<file path="config.mk">
export PLATFORM = sky130hd
export DESIGN_NAME = pulpemu_clk_div_multi
export DESIGN_NICKNAME = d
export VERILOG_FILES = /design/src/rtl/pulpemu_clk_div_pkg.sv /design/src/rtl/pulpemu_clk_div_ch.sv /design/src/rtl/pulpemu_clk_div_multi.sv
export SDC_FILE = /design/constraint.sdc
export NUM_CORES = 1
export LEC_CHECK = 0
export BUFFER_PORTS_ARGS = -buffer_cell sky130_fd_sc_hd__buf_2
export CELL_PAD_IN_SITES_DETAIL_PLACEMENT = 0
export CELL_PAD_IN_SITES_GLOBAL_PLACEMENT = 2
export CORE_MARGIN = 8
export CORE_UTILIZATION = 39
export CTS_CLUSTER_SIZE = 24
export DETAILED_ROUTE_END_ITERATION = 8
export GPL_TIMING_DRIVEN = 0
export HOLD_SLACK_MARGIN = 0.03
export PLACE_DENSITY = 0.84
export SETUP_SLACK_MARGIN = 0.5
export SYNTH_ARGS = -nofsm -noshare
export SYNTH_HDL_FRONTEND = slang
export SYNTH_SLANG_ARGS = --single-unit
</file>
<file path="constraint.sdc">
create_clock -name clk_i -period 3.17 [get_ports clk_i]
set_input_delay 0.634 -clock clk_i [delete_from_list [all_inputs] [get_ports clk_i]]
set_output_delay 0.634 -clock clk_i [all_outputs]
set_load 0.01 [all_outputs]
</file>
<file path="src/rtl/pulpemu_clk_div_pkg.sv">
// Shared widths and per-channel state types for the multi-channel clock divider.
// cnt_t fixes the counter width, so the top's CNT_W must equal DIV_CNT_W.
package pulpemu_clk_div_pkg;

    localparam int DIV_NUM_CH = 4;
    localparam int DIV_CNT_W  = 16;

    function automatic int ch_idx_w(input int num_ch);
        return $clog2(num_ch) + 1;
    endfunction

    localparam int CH_IDX_W = ch_idx_w(DIV_NUM_CH);

    typedef logic [DIV_CNT_W-1:0] cnt_t;

    typedef struct packed {
        cnt_t cnt;
        cnt_t div;
        cnt_t pend_div;
        logic pending;
    } ch_state_t;

endpackage

</file>
<file path="src/rtl/pulpemu_clk_div_ch.sv">
// One divider channel: period counter, registered outputs and a pending divisor
// that is swapped in only at a period boundary (or at once when disabled / D=1).
module pulpemu_clk_div_ch
    import pulpemu_clk_div_pkg::*;
#(
    parameter cnt_t RESET_DIV = cnt_t'(256)
) (
    input  logic clk_i,
    input  logic rst_i,
    input  logic load_i,
    input  cnt_t load_div_i,
    output logic div_clk_o,
    output logic tick_o,
    output logic busy_o
);

    ch_state_t st_q, st_d;
    logic      div_clk_q, div_clk_d;
    logic      tick_q, tick_d;
    logic      enabled, period_end, apply;

    always_comb begin
        st_d       = st_q;
        enabled    = (st_q.div != '0);
        period_end = enabled && (st_q.cnt == st_q.div - cnt_t'(1));
        apply      = st_q.pending && ((st_q.div <= cnt_t'(1)) || period_end);

        // D>>1 is zero for D=0 and D=1, so those channels never drive the clock high.
        tick_d    = enabled && (st_q.cnt == '0);
        div_clk_d = (st_q.cnt < (st_q.div >> 1));

        if (!enabled || period_end) begin
            st_d.cnt = '0;
        end else begin
            st_d.cnt = st_q.cnt + cnt_t'(1);
        end

        if (apply) begin
            st_d.div     = st_q.pend_div;
            st_d.cnt     = '0;
            st_d.pending = 1'b0;
        end

        if (load_i) begin
            st_d.pending  = 1'b1;
            st_d.pend_div = load_div_i;
        end
    end

    always_ff @(posedge clk_i) begin
        if (rst_i) begin
            st_q      <= '{cnt: '0, div: RESET_DIV, pend_div: '0, pending: 1'b0};
            div_clk_q <= 1'b0;
            tick_q    <= 1'b0;
        end else begin
            st_q      <= st_d;
            div_clk_q <= div_clk_d;
            tick_q    <= tick_d;
        end
    end

    assign div_clk_o = div_clk_q;
    assign tick_o    = tick_q;
    assign busy_o    = st_q.pending;

endmodule

</file>
<file path="src/rtl/pulpemu_clk_div_multi.sv">
// Multi-channel programmable clock divider: config decode, ready mux and error
// flag around NUM_CH independent divider channels.
module pulpemu_clk_div_multi
    import pulpemu_clk_div_pkg::*;
#(
    parameter int                      NUM_CH      = DIV_NUM_CH,
    parameter int                      CNT_W       = DIV_CNT_W,
    parameter logic [NUM_CH*CNT_W-1:0] DEFAULT_DIV = {NUM_CH{CNT_W'(256)}}
) (
    input  logic                         clk_i,
    input  logic                         rst_i,
    input  logic                         cfg_valid_i,
    output logic                         cfg_ready_o,
    input  logic [ch_idx_w(NUM_CH)-1:0]  cfg_ch_i,
    input  logic [CNT_W-1:0]             cfg_div_i,
    output logic                         cfg_err_o,
    output logic [NUM_CH-1:0]            div_clk_o,
    output logic [NUM_CH-1:0]            tick_o,
    output logic [NUM_CH-1:0]            busy_o
);

    localparam int IDX_W = ch_idx_w(NUM_CH);

    logic [NUM_CH-1:0] load;
    logic [NUM_CH-1:0] busy;
    logic              in_range;
    logic              cfg_ready;
    logic              err_q, err_d;

    // Out-of-range requests are always accepted so they can be flagged and dropped.
    always_comb begin
        in_range  = (cfg_ch_i < IDX_W'(NUM_CH));
        cfg_ready = 1'b1;
        load      = '0;
        for (int c = 0; c < NUM_CH; c++) begin
            if (cfg_ch_i == IDX_W'(c)) begin
                cfg_ready = ~busy[c];
                load[c]   = cfg_valid_i & ~busy[c];
            end
        end
        err_d = cfg_valid_i & ~in_range;
    end

    always_ff @(posedge clk_i) begin
        if (rst_i) begin
            err_q <= 1'b0;
        end else begin
            err_q <= err_d;
        end
    end

    for (genvar g = 0; g < NUM_CH; g++) begin : g_ch
        pulpemu_clk_div_ch #(
            .RESET_DIV (cnt_t'(DEFAULT_DIV[g*CNT_W +: CNT_W]))
        ) u_ch (
            .clk_i      (clk_i),
            .rst_i      (rst_i),
            .load_i     (load[g]),
            .load_div_i (cnt_t'(cfg_div_i)),
            .div_clk_o  (div_clk_o[g]),
            .tick_o     (tick_o[g]),
            .busy_o     (busy[g])
        );
    end

    assign cfg_ready_o = cfg_ready;
    assign cfg_err_o   = err_q;
    assign busy_o      = busy;

endmodule
</file>
* Word-level counts from Yosys, hierarchy flattened
Index checks and enable logic that the tools add are counted.
Storage, ports and cells: register bits 205, word-level logic and storage cells 116, input port bits 22
Operators by class: equality and inequality tests 7, bitwise gates (word level) 10, mux-type cells 16, order comparisons 9, reductions and logical operators 41, add/subtract/negate cells 8
Operators with widths (count):
- adder 16 x 1 -> 16 bit (second input constant) | 4
- equality test 16 bit | 4
- less-or-equal comparator 16 x 1 -> 1 bit (second input constant) | 4
- zero test 16 bit | 4
- < comparator 16 x 15 -> 1 bit | 4
- nonzero test 16 bit | 4
- subtractor 16 x 1 -> 16 bit (second input constant) | 4
- 2-to-1 mux 1 bit | 16
- logical AND 1 bit | 12
- OR reduction 3 bit | 4
- logical OR 1 bit | 8
- nonzero test 2 bit | 4
- equality test 3 x 2 -> 1 bit (second input constant) | 2
- bitwise AND 1 bit | 5
- NOT 1 bit | 5
- zero test 1 bit | 4
- equality test 3 x 1 -> 1 bit (second input constant) | 1
- zero test 3 bit | 1
- < comparator 3 bit (second input constant) | 1

* Depth between registers and ports, before layout
Gate-level depths: netlist (run 1).
word-level depth 7, mapped depth 14

* By module
A second synthesis (run 1) with hierarchy kept.
Second synthesis, totals: cell total of the unflattened synthesis 1387, area, all modules 12494.5 um^2
Modules (own cells, without submodules):
- pulpemu_clk_div_ch | seq. area each 1021.0 um^2, area each 3098.0 um^2, cells each 344, instances 4
- pulpemu_clk_div_multi | seq. area each 20.0 um^2, area each 102.6 um^2, cells each 11, instances 1

* Worst setup path after synthesis (run 1)
No wires, ideal clock.
path kind flip-flop to flip-flop, start point reg g_ch[2].u_ch.st_q[17] in the netlist's numbering, end point reg g_ch[2].u_ch.st_q[18] in the netlist's numbering, cell stages (with the launch flop) 15, data required time 3.053 ns, arrival time 2.760 ns, path buffers 4, setup slack 0.293 ns, path through dfxtp_1 -> inv_1 -> ha_1 -> clkbuf_1 -> or4b_1 -> clkbuf_1 -> a2bb2oi_1 -> a211oi_1 -> a41oi_1 -> nor4_1 -> and3_1 -> buf_4 -> buf_4 -> mux2i_1 -> nand2_1
On the way: cells in the longest elaborated chain, start to end 5
Ends and longest elaborated chain:
- start: declaration | line pulpemu_clk_div_ch.sv:17 | ch_state_t st_q, st_d;
- start signal: assignment | line pulpemu_clk_div_ch.sv:52 | st_q <= '{cnt: '0, div: RESET_DIV, pend_div: '0, pending: 1'b0};
- start signal: assignment | line pulpemu_clk_div_ch.sv:56 | st_q <= st_d;
- subtractor 16 x 1 -> 16 bit | line pulpemu_clk_div_ch.sv:25 | period_end = enabled && (st_q.cnt == st_q.div - cnt_t'(1));
- equality test 16 bit | line pulpemu_clk_div_ch.sv:25
- logical AND 1 bit | line pulpemu_clk_div_ch.sv:25
- logical OR 1 bit * | line pulpemu_clk_div_ch.sv:26 | apply = st_q.pending && ((st_q.div <= cnt_t'(1)) || period_end);
- logical AND 1 bit * | line pulpemu_clk_div_ch.sv:26
Every way passes the cells marked *; elsewhere a longest branch is shown, timed or not. A chain may end at the register's enable or synchronous reset.

* Final worst setup path (run 1)
start point reg g_ch[2].u_ch.st_q[17] in the netlist's numbering, end point reg g_ch[2].u_ch.st_q[25] in the netlist's numbering
The elaborated chain is that of the path after synthesis.

==> summary.md, run 1 <==
| Metric | Value |
|---|---|
| Core Region | `30700 um2` |
| Post-Place Cells | `between 1500 and 2000` |
| CTS root buf | `sky130_fd_sc_hd__clkbuf_16` |
| VDD IR-drop max | `roughly 320 uV` |
| Total Nets Final | `about 1700` |
| Detailed Place HPWL | `26.3 mm` |
| Number of global-route vias before repair | `around 11000` |
| Proportion of netlist area held by the largest area contributor | `0.338` |
| Library cell with the highest instance count after synthesis | `sky130_fd_sc_hd__dfxtp_1` |
| Overall die height | `193 um` |
| Worst setup path endpoint | `g_ch[2].u_ch.st_q[25]` |
| Top area cells in the synthesized netlist | `sky130_fd_sc_hd__dfxtp_1, sky130_fd_sc_hd__ha_1, sky130_fd_sc_hd__nor2_1, sky130_fd_sc_hd__xor2_1, sky130_fd_sc_hd__xnor2_1` |
| Endpoints failing setup | `0` |
| Number of I/O pins | `36` |
| Flop-to-flop setup slack | `between 0.3 and 0.4 ns` |
| Hold-critical path depth | `3` |
| Distinct cell type count of the synthesized netlist | `66` |
| Post-detailed-placement cell area | `around 13000 um2` |
| Later-pin clock latency in the skew report | `0.54 ns` |
| Clock net sink count | `~200` |
| All-layer global routing usage | `0.195` |
| LEAKAGE | `about 6.4 nW` |
| DRT Pass-1 Iters | `5` |
| Max clock buf depth | `3` |
| Period minus WS final | `~2.8 ns` |
| Total Routed Length | `between 30 and 40 mm` |
| Fraction of final layout cells sized beyond drive strength 1 | `0.241` |
| Worst-path clk slew | `around 0.060 ns` |
| Mean number of vias per cell | `5.43` |
| H-tree depth reported by CTS | `1` |
| Endpoint required time on the critical path | `about 3.5 ns` |
| Initial antenna violation count | `0` |
| Fraction of registers with async set or reset after synthesis | `0` |
| Synth Instances | `~1500` |
| CP arrival | `~3.2 ns` |
| Cell-internal power | `between 4 and 5 mW` |
| Final number of hold-violating endpoints | `0` |
| Largest clock skew in the final design | `between 0.015 and 0.02 ns` |
| Sequential fraction of the synthesis area | `0.338` |
| Number of cells traversed by the worst register-to-register path | `14` |
| Critical path class | `flop to flop` |
| Remaining antenna violation count | `0` |
| Count of routing violations after the opening detailed-route iteration | `a little under 600` |
| Global-route wire length before repair | `roughly 58 mm` |
| Mapped Nets | `roughly 1600` |
| Post-route insts no fill | `2055` |
| Drc violations | `0` |
| RR Startpoint | `g_ch[2].u_ch.st_q[17]` |
| Worst slew margin relative to its limit | `0.173` |
| #FFs+latches synth | `between 200 and 250` |
| Worst setup EP type | `flop` |
| Initial standard-cell utilization of the core | `0.396` |
| Ant. Diodes | `0` |
| Slew of the pin with the lowest slew margin | `around 1.2 ns` |
| IO buf count | `35` |
| Number of maximum-capacitance constraint violations | `0` |
| Power density over the cells | `431 nW/um2` |
| Net switching fraction of the power | `0.274` |
| Min-Delay Path Class | `input pin to flop` |
| Final estimated routing congestion in global placement | `~0.86` |
| Mapped Area | `12200 um2` |
| Number of synthesized flops with an enable pin | `0` |
| Launch point of the critical path | `g_ch[2].u_ch.st_q[17]` |
| Number of placement rows | `64` |
| Yosys warns | `0` |
| Total congestion overflow | `0` |
| Slew Limit Fails | `0` |
| Part of the power in combinational logic | `0.163` |
| Average size of a mapped cell | `roughly 8 um2` |
| CTS tree | `done` |
| Layout Cell Area excl Fill | `between 15000 and 20000 um2` |
| Horizontal die dimension | `between 150 and 200 um` |
| Highest clock rate | `359 MHz` |
| Via total after detailed routing | `11200` |
| Post-synth top cells | `sky130_fd_sc_hd__dfxtp_1, sky130_fd_sc_hd__nor2_1, sky130_fd_sc_hd__nand2_1` |
| Most common flop cell mapped by yosys | `sky130_fd_sc_hd__dfxtp_1` |
| Terminus of the critical flop-to-flop path | `g_ch[2].u_ch.st_q[25]` |
| Number of buffers created by CTS | `26` |
| Area growth, synth to finish | `30.7%` |
| Startpoint class of the critical path | `flop` |
| Top cell type by total area after synthesis | `sky130_fd_sc_hd__dfxtp_1` |
| Proportion of power drawn by flip-flops and latches | `0.402` |
| Maximum number of pins on one net before global-route repair | `13` |
| CP Max Fanout | `7` |
| Die Footprint | `about 37000 um2` |
| Average wire length per cell after detail routing | `approximately 18 um` |
| Final critical-path share of the clock period | `0.880` |
| Setup repair after global routing missed its margin | `true` |
| Outcome | `completed` |
| Switching power | `between 1.5 and 2 mW` |
| Clock power share | `0.435` |
## routing by layer
metal  up-vias  wire length, um  GRT usage
met1      5381            18000      0.265
met4         0              760     0.0499
met3        47             1090     0.0217
met5         -                0          0
li1       5566                -          -
met2       160            18000      0.324
## cell families after synthesis
| family | share of synthesized area |
|---|---|
| compound gates | 0.157 |
| xor+xnor | 0.0980 |
| fa+ha+maj | 0.0741 |
| mux | 0.0431 |
| flops | 0.338 |
| simple gates | 0.221 |
| buf+inv | 0.0696 |
## per-stage QoR
stage	hold slack (ns)	worst slack, ns	power, mW	TNS [ns]	util
floorplan	0.426	0.500	3.38	0	-
global placement	0.442	-0.199	3.65	-6.37	0.420
detailed placement	0.444	-0.189	3.65	-4.55	0.420
CTS	0.383	0.296	6.77	0	0.476
global route	0.408	0.261	7.12	0	0.518
finish	0.402	0.381	6.86	0	0.518
## what timing repair did
| action | CTS | global route |
|---|---|---|
| pin swaps | 53 | 89 |
| resized for setup | 122 | 265 |
| hold buffers | 0 | 0 |
| cloned | 7 | 6 |
| setup buffers | 34 | 44 |
| endpoints found under the setup margin | 133 | 133 |
## critical path: stages, from the launching register on
cell	delay, ns
sky130_fd_sc_hd__dfxtp_4	0.35
sky130_fd_sc_hd__inv_4	0.06
sky130_fd_sc_hd__ha_4	0.13
sky130_fd_sc_hd__buf_8	0.08
sky130_fd_sc_hd__or4b_4	0.45
sky130_fd_sc_hd__buf_8	0.15
sky130_fd_sc_hd__and3_4	0.17
sky130_fd_sc_hd__o211ai_1	0.17
sky130_fd_sc_hd__a31oi_1	0.11
sky130_fd_sc_hd__a21o_1	0.19
sky130_fd_sc_hd__and3_4	0.15
sky130_fd_sc_hd__buf_8	0.14
sky130_fd_sc_hd__buf_8	0.13
sky130_fd_sc_hd__o211ai_1	0.21
sky130_fd_sc_hd__o211ai_1	0.13
## flip-flops by register name, summed over array words and instances (netlist names)
name                 cells
g_ch.u_ch.busy_o         4
g_ch.u_ch.div_clk_o      4
g_ch.u_ch.tick_o         4
g_ch.u_ch.st_q         192
cfg_err_o                1
## worst min-delay path by stage
| stage | startpoint | end | slack [ns] |
|---|---|---|---|
| 6_report | cfg_div_i[0] | g_ch[0].u_ch.st_q[1] | 0.40 |
| 5_1_grt | cfg_div_i[0] | g_ch[1].u_ch.st_q[1] | 0.41 |
| 4_1_cts | cfg_div_i[0] | g_ch[0].u_ch.st_q[1] | 0.38 |
| 3_5_place_dp | g_ch[1].u_ch.st_q[7] | g_ch[1].u_ch.st_q[7] | 0.44 |
| 3_3_place_gp | g_ch[1].u_ch.st_q[2] | g_ch[1].u_ch.st_q[2] | 0.44 |
| 2_1_floorplan | g_ch[0].u_ch.st_q[15] | g_ch[0].u_ch.st_q[31] | 0.43 |
## layout make-up
| cell class | instances | area (um2) |
|---|---|---|
| Timing Repair Buffer | 126 | 1140 |
| Tap cell | 396 | 495 |
| Buffer | 110 | 702 |
| Clock inverter | 9 | 103 |
| Multi-Input combinational cell | 1083 | 8200 |
| Inverter | 91 | 352 |
| Sequential cell | 205 | 4140 |
| Clock buffer | 35 | 756 |
| Fill cell | 2917 | 14800 |
## power groups by stage
stage          Sequential, mW  Combinational (mW)  Clock, mW
5_1_grt                  2.77                1.21       3.14
4_1_cts                  2.76               0.968       3.05
6_report                 2.76                1.12       2.98
2_1_floorplan            2.78               0.607          0
3_5_place_dp             2.81               0.839          0
3_3_place_gp             2.81               0.835          0
## cells in the final DEF, fill, tap and decap left out, types with 6 or more instances in the layout
cell type                   Yosys  layout
sky130_fd_sc_hd__a21o_1        25      25
sky130_fd_sc_hd__a21oi_1       78      74
sky130_fd_sc_hd__a31oi_1        7       7
sky130_fd_sc_hd__a32oi_1       25      25
sky130_fd_sc_hd__and3_1        47      45
sky130_fd_sc_hd__buf_2         10      38
sky130_fd_sc_hd__buf_4         15      67
sky130_fd_sc_hd__buf_6          3      37
sky130_fd_sc_hd__buf_8          0      13
sky130_fd_sc_hd__clkbuf_1      79      59
sky130_fd_sc_hd__clkbuf_16      0      32
sky130_fd_sc_hd__clkbuf_2       0      10
sky130_fd_sc_hd__dfxtp_1      205     189
sky130_fd_sc_hd__dfxtp_2        0       8
sky130_fd_sc_hd__dfxtp_4        0       8
sky130_fd_sc_hd__ha_1          72      69
sky130_fd_sc_hd__inv_1         91      87
sky130_fd_sc_hd__mux2i_1       49      49
sky130_fd_sc_hd__nand2_1      123     113
sky130_fd_sc_hd__nand2b_1       6       6
sky130_fd_sc_hd__nand3_1       48      41
sky130_fd_sc_hd__nand4_1       37      37
sky130_fd_sc_hd__nor2_1       162     116
sky130_fd_sc_hd__nor2_2         1      31
sky130_fd_sc_hd__nor2_4         0      16
sky130_fd_sc_hd__nor2b_1        8       7
sky130_fd_sc_hd__nor3_1        40      33
sky130_fd_sc_hd__nor4_1        33      26
sky130_fd_sc_hd__nor4b_1        7       6
sky130_fd_sc_hd__o211ai_1      29      29
sky130_fd_sc_hd__o21ai_0       44      30
sky130_fd_sc_hd__o21ai_2        0      11
sky130_fd_sc_hd__o311ai_2       0      14
sky130_fd_sc_hd__xnor2_1       67      64
sky130_fd_sc_hd__xor2_1        69      69
Power figures use the tool's default switching activity.
==> inputs of run 2 (changes only) <==
- CELL_PAD_IN_SITES_DETAIL_PLACEMENT: 0 -> default
- CELL_PAD_IN_SITES_GLOBAL_PLACEMENT: 2 -> default
- CORE_UTILIZATION: 39 -> 52
- PLACE_DENSITY: 0.84 -> 0.71
- RECOVER_POWER: default -> 25
==> summary.md, run 2 (synthesis gave the netlist of run 1 again) <==
| Metric | Value |
|---|---|
| All-layer global routing usage | `0.231 (was 0.195)` |
| CP Max Fanout | `6 (was 7)` |
| Worst slew margin relative to its limit | `0.320 (was 0.173)` |
| Number of I/O pins | `36 (unchanged)` |
| Util after Layout | `0.652 (was 0.518)` |
| Number of hold buffers added after CTS | `0 (unchanged)` |
| Number of placement rows | `56 (was 64)` |
| Initial standard-cell utilization of the core | `0.524 (was 0.396)` |
| Slew of the pin with the lowest slew margin | `1.01 ns (was 1.23 ns)` |
| Outcome | `completed (unchanged)` |
| Global-route wire length before repair | `54.9 mm (was 58.1 mm)` |
| DRT Pass-1 Iters | `8 (was 5)` |
| Post-route setup slack | `0.234 ns (was 0.381 ns)` |
| Setup repair after global routing missed its margin | `true (unchanged)` |
| Drc violations | `0 (unchanged)` |
| Horizontal die dimension | `169 um (was 193 um)` |
| Startpoint class of the critical path | `flop (unchanged)` |
| Clock net sink count | `205 (unchanged)` |
| CTS root buf | `sky130_fd_sc_hd__clkbuf_16 (unchanged)` |
| VDD IR-drop max | `326 uV (was 322 uV)` |
| Period minus WS final | `2.94 ns (was 2.79 ns)` |
| Via total after detailed routing | `11500 (was 11200)` |
| Max clock buf depth | `3 (unchanged)` |
| Later-pin clock latency in the skew report | `0.53 ns (was 0.54 ns)` |
| Highest clock rate | `341 MHz (was 359 MHz)` |
| Total Routed Length | `35.2 mm (was 37.8 mm)` |
| Number of global-route vias before repair | `10700 (was 10600)` |
| Worst hold path endpoint | `g_ch[0].u_ch.st_q[1] (unchanged)` |
| Register containing the most flip-flops in the final layout | `g_ch.u_ch.st_q (unchanged)` |
| Die Footprint | `28500 um2 (was 37100 um2)` |
| Final critical-path share of the clock period | `0.926 (was 0.880)` |
| Fin Hold WS | `0.410 ns (was 0.402 ns)` |
| Layout Cell Area excl Fill | `15100 um2 (was 15900 um2)` |
| Commonest non-fill, non-tap cell in the layout | `sky130_fd_sc_hd__dfxtp_1 (unchanged)` |
| Critical path class | `flop to flop (unchanged)` |
| RR Startpoint | `g_ch[2].u_ch.st_q[17] (unchanged)` |
| Terminus of the critical flop-to-flop path | `g_ch[2].u_ch.st_q[25] (unchanged)` |
| Overall die height | `169 um (was 193 um)` |
| H-tree depth reported by CTS | `1 (unchanged)` |
| Min-Delay Path Class | `input pin to flop (unchanged)` |
| Endpoint required time on the critical path | `3.53 ns (was 3.54 ns)` |
| Final number of hold-violating endpoints | `0 (unchanged)` |
| Number of buffers created by CTS | `24 (was 26)` |
| Flop-to-flop setup slack | `0.23 ns (was 0.38 ns)` |
| Mean number of vias per cell | `5.86 (was 5.43)` |
| Count of routing violations after the opening detailed-route iteration | `1156 (was 590)` |
| Detailed Place HPWL | `24.1 mm (was 26.3 mm)` |
| Post-detailed-placement cell area | `12800 um2 (was 12900 um2)` |
| Ant. Diodes | `0 (unchanged)` |
| Power density over the cells | `435 nW/um2 (was 431 nW/um2)` |
| Initial antenna violation count | `1 (was 0)` |
| Highest-count cells in the layout ignoring fill and taps | `sky130_fd_sc_hd__dfxtp_1, sky130_fd_sc_hd__nor2_1, sky130_fd_sc_hd__nand2_1 (unchanged)` |
| Final estimated routing congestion in global placement | `0.893 (was 0.862)` |
| Number of flip-flops under the largest register name | `192 (unchanged)` |
| Worst setup EP type | `flop (unchanged)` |
| IO buf count | `35 (unchanged)` |
| Largest clock skew in the final design | `0.0103 ns (was 0.0162 ns)` |
| Worst-path clk slew | `0.06 ns (about the same)` |
| Endpoints failing setup | `0 (unchanged)` |
| Post-route insts no fill | `1958 (was 2055)` |
| Average wire length per cell after detail routing | `18.0 um (was 18.4 um)` |
| Hold-critical path depth | `3 (unchanged)` |
| Setup_tns | `0 ns (unchanged)` |
| Post-Place Cells | `1843 (was 1920)` |
| Min-delay src | `cfg_div_i[0] (unchanged)` |
| Maximum number of pins on one net before global-route repair | `14 (was 13)` |
| Area growth, synth to finish | `24.4% (was 30.7%)` |
| LEAKAGE | `6.05 nW (was 6.42 nW)` |
| CP arrival | `3.29 ns (was 3.16 ns)` |
| Minimum setup slack after placement | `-0.169 ns (was -0.189 ns)` |
| Total Nets Final | `1716 (was 1737)` |
| CTS tree | `done (unchanged)` |
| Core Region | `23200 um2 (was 30700 um2)` |
| Slew Limit Fails | `0 (unchanged)` |
| Remaining antenna violation count | `0 (unchanged)` |
| Number of cells traversed by the worst register-to-register path | `15 (was 14)` |
| Number of maximum-capacitance constraint violations | `0 (unchanged)` |
| Fraction of final layout cells sized beyond drive strength 1 | `0.193 (was 0.241)` |
| Total congestion overflow | `0 (unchanged)` |
| Sum of internal, switching and leakage power | `6.58 mW (was 6.86 mW)` |
[run 2: cell count changes in the layout (fill, tap and decap cells not counted), moves of 7 or more]
cell,change
sky130_fd_sc_hd__buf_6,-9
sky130_fd_sc_hd__nor2_1,+15
sky130_fd_sc_hd__clkbuf_1,+19
sky130_fd_sc_hd__buf_4,-8
sky130_fd_sc_hd__o21ai_2,-7
sky130_fd_sc_hd__o311ai_1,+10
sky130_fd_sc_hd__buf_2,-12
sky130_fd_sc_hd__nor2_2,-12
sky130_fd_sc_hd__o311ai_2,-7
[run 2: area by class of cell]
| class | count | area (um2) |
|---|---|---|
| plain buffers | 110 | 692 |
| clock buffers | 31 | 668 |
| clock inverters | 12 | 124 |
| fillers | 1915 | 8070 |
| inverters | 91 | 352 |
| multi-input cells | 1083 | 7870 |
| flip-flops and latches | 205 | 4130 |
| well taps | 319 | 399 |
| repair buffers | 107 | 885 |
[run 2: what timing repair did]
action,4_1_cts,5_1_grt
pin swaps,47,65
hold endpoints to repair,0,0
buffers inserted,30,30
resized for setup,113,175
setup endpoints to repair,132,125
gates cloned,7,5
[run 2: per-layer routing]
layer	global-route usage	wire [um]
met1	0.309	15800
met2	0.378	16500
met3	0.0352	2010
met4	0.0687	882
met5	0	13
[run 2: worst max-delay path by stage]
stage                                startpoint                    end  slack, ns
final                     g_ch[2].u_ch.st_q[17]  g_ch[2].u_ch.st_q[25]       0.23
after global routing      g_ch[2].u_ch.st_q[17]  g_ch[2].u_ch.st_q[25]       0.12
after CTS                 g_ch[2].u_ch.st_q[18]  g_ch[2].u_ch.st_q[25]       0.23
after detailed placement  g_ch[2].u_ch.st_q[22]  g_ch[2].u_ch.st_q[43]      -0.17
after global placement    g_ch[2].u_ch.st_q[22]  g_ch[2].u_ch.st_q[46]      -0.15
after floorplan           g_ch[2].u_ch.st_q[17]    g_ch[2].u_ch.busy_o       0.50
[run 2: power breakdown]
part / switching (mW) / internal, mW / leakage (nW) / total [mW]
Clock: 1.12 / 1.65 / 0.380 / 2.77
Sequential: 0.0951 / 2.66 / 1.67 / 2.75
Combinational: 0.587 / 0.472 / 4.00 / 1.06
Total: 1.80 / 4.78 / 6.05 / 6.58
[run 2: worst max-delay path, cell delays in order (launching register included)]
cell                       delay (ns)
sky130_fd_sc_hd__dfxtp_4         0.35
sky130_fd_sc_hd__inv_4           0.06
sky130_fd_sc_hd__ha_4            0.13
sky130_fd_sc_hd__buf_8           0.09
sky130_fd_sc_hd__or4b_4          0.46
sky130_fd_sc_hd__buf_8           0.15
sky130_fd_sc_hd__buf_12          0.12
sky130_fd_sc_hd__and3_4          0.16
sky130_fd_sc_hd__o211ai_1        0.19
sky130_fd_sc_hd__a31oi_1         0.12
sky130_fd_sc_hd__a21o_1          0.19
sky130_fd_sc_hd__and3_4          0.16
sky130_fd_sc_hd__buf_8           0.14
sky130_fd_sc_hd__buf_16          0.13
sky130_fd_sc_hd__o211ai_1        0.19
sky130_fd_sc_hd__o211ai_1        0.13
==> inputs of run 3 (changes only) <==
- CORE_ASPECT_RATIO: default -> 0.9
==> summary.md, run 3 (synthesis gave the netlist of run 1 again) <==
| Metric | Value |
|---|---|
| CP arrival | `3.23 ns (was 3.29 ns)` |
| Overall die height | `161 um (was 169 um)` |
| Largest clock skew in the final design | `0.0113 ns (was 0.0103 ns)` |
| Highest-count cells in the layout ignoring fill and taps | `sky130_fd_sc_hd__dfxtp_1, sky130_fd_sc_hd__nor2_1, sky130_fd_sc_hd__nand2_1 (unchanged)` |
| Post-route setup slack | `0.344 ns (was 0.234 ns)` |
| H-tree depth reported by CTS | `1 (unchanged)` |
| Slew of the pin with the lowest slew margin | `1.03 ns (was 1.01 ns)` |
| Ant. Diodes | `0 (unchanged)` |
| Number of I/O pins | `36 (unchanged)` |
| Total Nets Final | `1711 (was 1716)` |
| Later-pin clock latency in the skew report | `0.52 ns (was 0.53 ns)` |
| Commonest non-fill, non-tap cell in the layout | `sky130_fd_sc_hd__dfxtp_1 (unchanged)` |
| Worst setup EP type | `flop (unchanged)` |
| Outcome | `completed (unchanged)` |
| Sum of internal, switching and leakage power | `6.67 mW (was 6.58 mW)` |
| Number of global-route vias before repair | `10600 (was 10700)` |
| IO buf count | `35 (unchanged)` |
| CTS tree | `done (unchanged)` |
| Mean number of vias per cell | `5.95 (was 5.86)` |
| Power density over the cells | `435 nW/um2 (about the same)` |
| VDD IR-drop max | `576 uV (was 326 uV)` |
| Register containing the most flip-flops in the final layout | `g_ch.u_ch.st_q (unchanged)` |
| Initial standard-cell utilization of the core | `0.525 (was 0.524)` |
| Highest clock rate | `354 MHz (was 341 MHz)` |
| Maximum number of pins on one net before global-route repair | `16 (was 14)` |
| Setup repair after global routing missed its margin | `true (unchanged)` |
| Core Region | `23100 um2 (was 23200 um2)` |
| Number of maximum-capacitance constraint violations | `0 (unchanged)` |
| Max clock buf depth | `3 (unchanged)` |
| Slew Limit Fails | `0 (unchanged)` |
| Initial antenna violation count | `1 (unchanged)` |
| Endpoints failing setup | `0 (unchanged)` |
| Total congestion overflow | `0 (unchanged)` |
| Final estimated routing congestion in global placement | `0.945 (was 0.893)` |
| Min-Delay Path Class | `input pin to flop (unchanged)` |
| Detailed Place HPWL | `24.3 mm (was 24.1 mm)` |
| Drc violations | `0 (unchanged)` |
| CTS root buf | `sky130_fd_sc_hd__clkbuf_16 (unchanged)` |
| Number of buffers created by CTS | `22 (was 24)` |
| Endpoint required time on the critical path | `3.57 ns (was 3.53 ns)` |
| Period minus WS final | `2.83 ns (was 2.94 ns)` |
| Number of flip-flops under the largest register name | `192 (unchanged)` |
| Filler Cells Inserted | `1923 (was 1915)` |
| Remaining antenna violation count | `0 (unchanged)` |
| DRT Pass-1 Iters | `7 (was 8)` |
| Worst-path clk slew | `0.06 ns (about the same)` |
| LEAKAGE | `6.22 nW (was 6.05 nW)` |
| Worst slew margin relative to its limit | `0.312 (was 0.320)` |
| Fraction of final layout cells sized beyond drive strength 1 | `0.213 (was 0.193)` |
| Die Footprint | `28500 um2 (about the same)` |
| Total Routed Length | `35.6 mm (was 35.2 mm)` |
| CP Max Fanout | `9 (was 6)` |
| Clock net sink count | `205 (unchanged)` |
| Count of routing violations after the opening detailed-route iteration | `935 (was 1156)` |
| Via total after detailed routing | `11500 (about the same)` |
| Startpoint class of the critical path | `flop (unchanged)` |
| Final number of hold-violating endpoints | `0 (unchanged)` |
| Number of placement rows | `53 (was 56)` |
| All-layer global routing usage | `0.231 (about the same)` |
| Critical path class | `flop to flop (unchanged)` |
| Area growth, synth to finish | `26.1% (was 24.4%)` |
| Average wire length per cell after detail routing | `18.4 um (was 18.0 um)` |
| Final critical-path share of the clock period | `0.891 (was 0.926)` |
| Horizontal die dimension | `177 um (was 169 um)` |
| Minimum setup slack after placement | `-0.114 ns (was -0.169 ns)` |
| Global-route wire length before repair | `54.9 mm (about the same)` |
==> run 3: routing by layer <==
| metal | share of wire | global-route usage | vias up |
|---|---|---|---|
| li1 | - | - | 5528 |
| met1 | 0.46 | 0.323 | 5539 |
| met2 | 0.46 | 0.366 | 380 |
| met3 | 0.064 | 0.0362 | 58 |
| met4 | 0.022 | 0.0561 | 2 |
| met5 | 0.00037 | 0 | - |
==> run 3: path summary, 6_finish.rpt <==
check                             start               endpoint  slack, ns  cells past startpoint
setup / recovery  g_ch[2].u_ch.st_q[19]  g_ch[2].u_ch.st_q[18]       0.34                     11
hold / removal            cfg_div_i[10]  g_ch[1].u_ch.st_q[11]       0.43                      3
setup reg to reg  g_ch[2].u_ch.st_q[19]  g_ch[2].u_ch.st_q[18]       0.34                     11
hold reg to reg    g_ch[1].u_ch.st_q[1]   g_ch[1].u_ch.st_q[1]       0.45                      2
==> run 3: report_power, final <==
part | leakage [nW] | switching [mW] | internal (mW)
Combinational | 4.17 | 0.625 | 0.512
Clock | 0.379 | 1.08 | 1.70
Sequential | 1.67 | 0.0944 | 2.66
==> run 3: per-stage QoR <==
stage	hold WS, ns	std cells	cell area (um2)	TNS [ns]	utilization
after floorplan	0.426	1489	12200	0	-
after global placement	0.441	1826	12800	-1.09	0.552
after detailed placement	0.440	1826	12800	-2.70	0.552
after CTS	0.415	1901	14300	0	0.616
after global routing	0.418	1934	15300	0	0.662
final	0.435	1934	15300	0	0.662
==> run 3: area by class of cell <==
type	instances	area (um2)	area share
Clock buffer	29	618	0.0403
Clock inverter	10	160	0.0104
Multi-Input combinational cell	1083	8130	0.530
Buffer	110	692	0.0451
Sequential cell	205	4130	0.270
Tap cell	302	378	0.0246
Timing Repair Buffer	104	870	0.0567
Inverter	91	349	0.0228
==> run 3: critical path, cell delays in order (launching register included) <==
cell                        delay, ns
sky130_fd_sc_hd__dfxtp_1         0.29
sky130_fd_sc_hd__clkbuf_1        0.22
sky130_fd_sc_hd__or3_4           0.49
sky130_fd_sc_hd__nor2_4          0.17
sky130_fd_sc_hd__nand4_1         0.14
sky130_fd_sc_hd__xnor2_1         0.20
sky130_fd_sc_hd__a2111oi_4       0.39
sky130_fd_sc_hd__and3_4          0.26
sky130_fd_sc_hd__buf_12          0.13
sky130_fd_sc_hd__buf_8           0.13
sky130_fd_sc_hd__mux2i_1         0.21
sky130_fd_sc_hd__nand2_1         0.07
==> run 3: repair_timing <==
action | in CTS | in global routing
hold buffers | 0 | 0
endpoints found under the setup margin | 132 | 130
buffers inserted | 31 | 27
gates cloned | 5 | 6
pin swaps | 42 | 62
gates resized for setup | 103 | 225
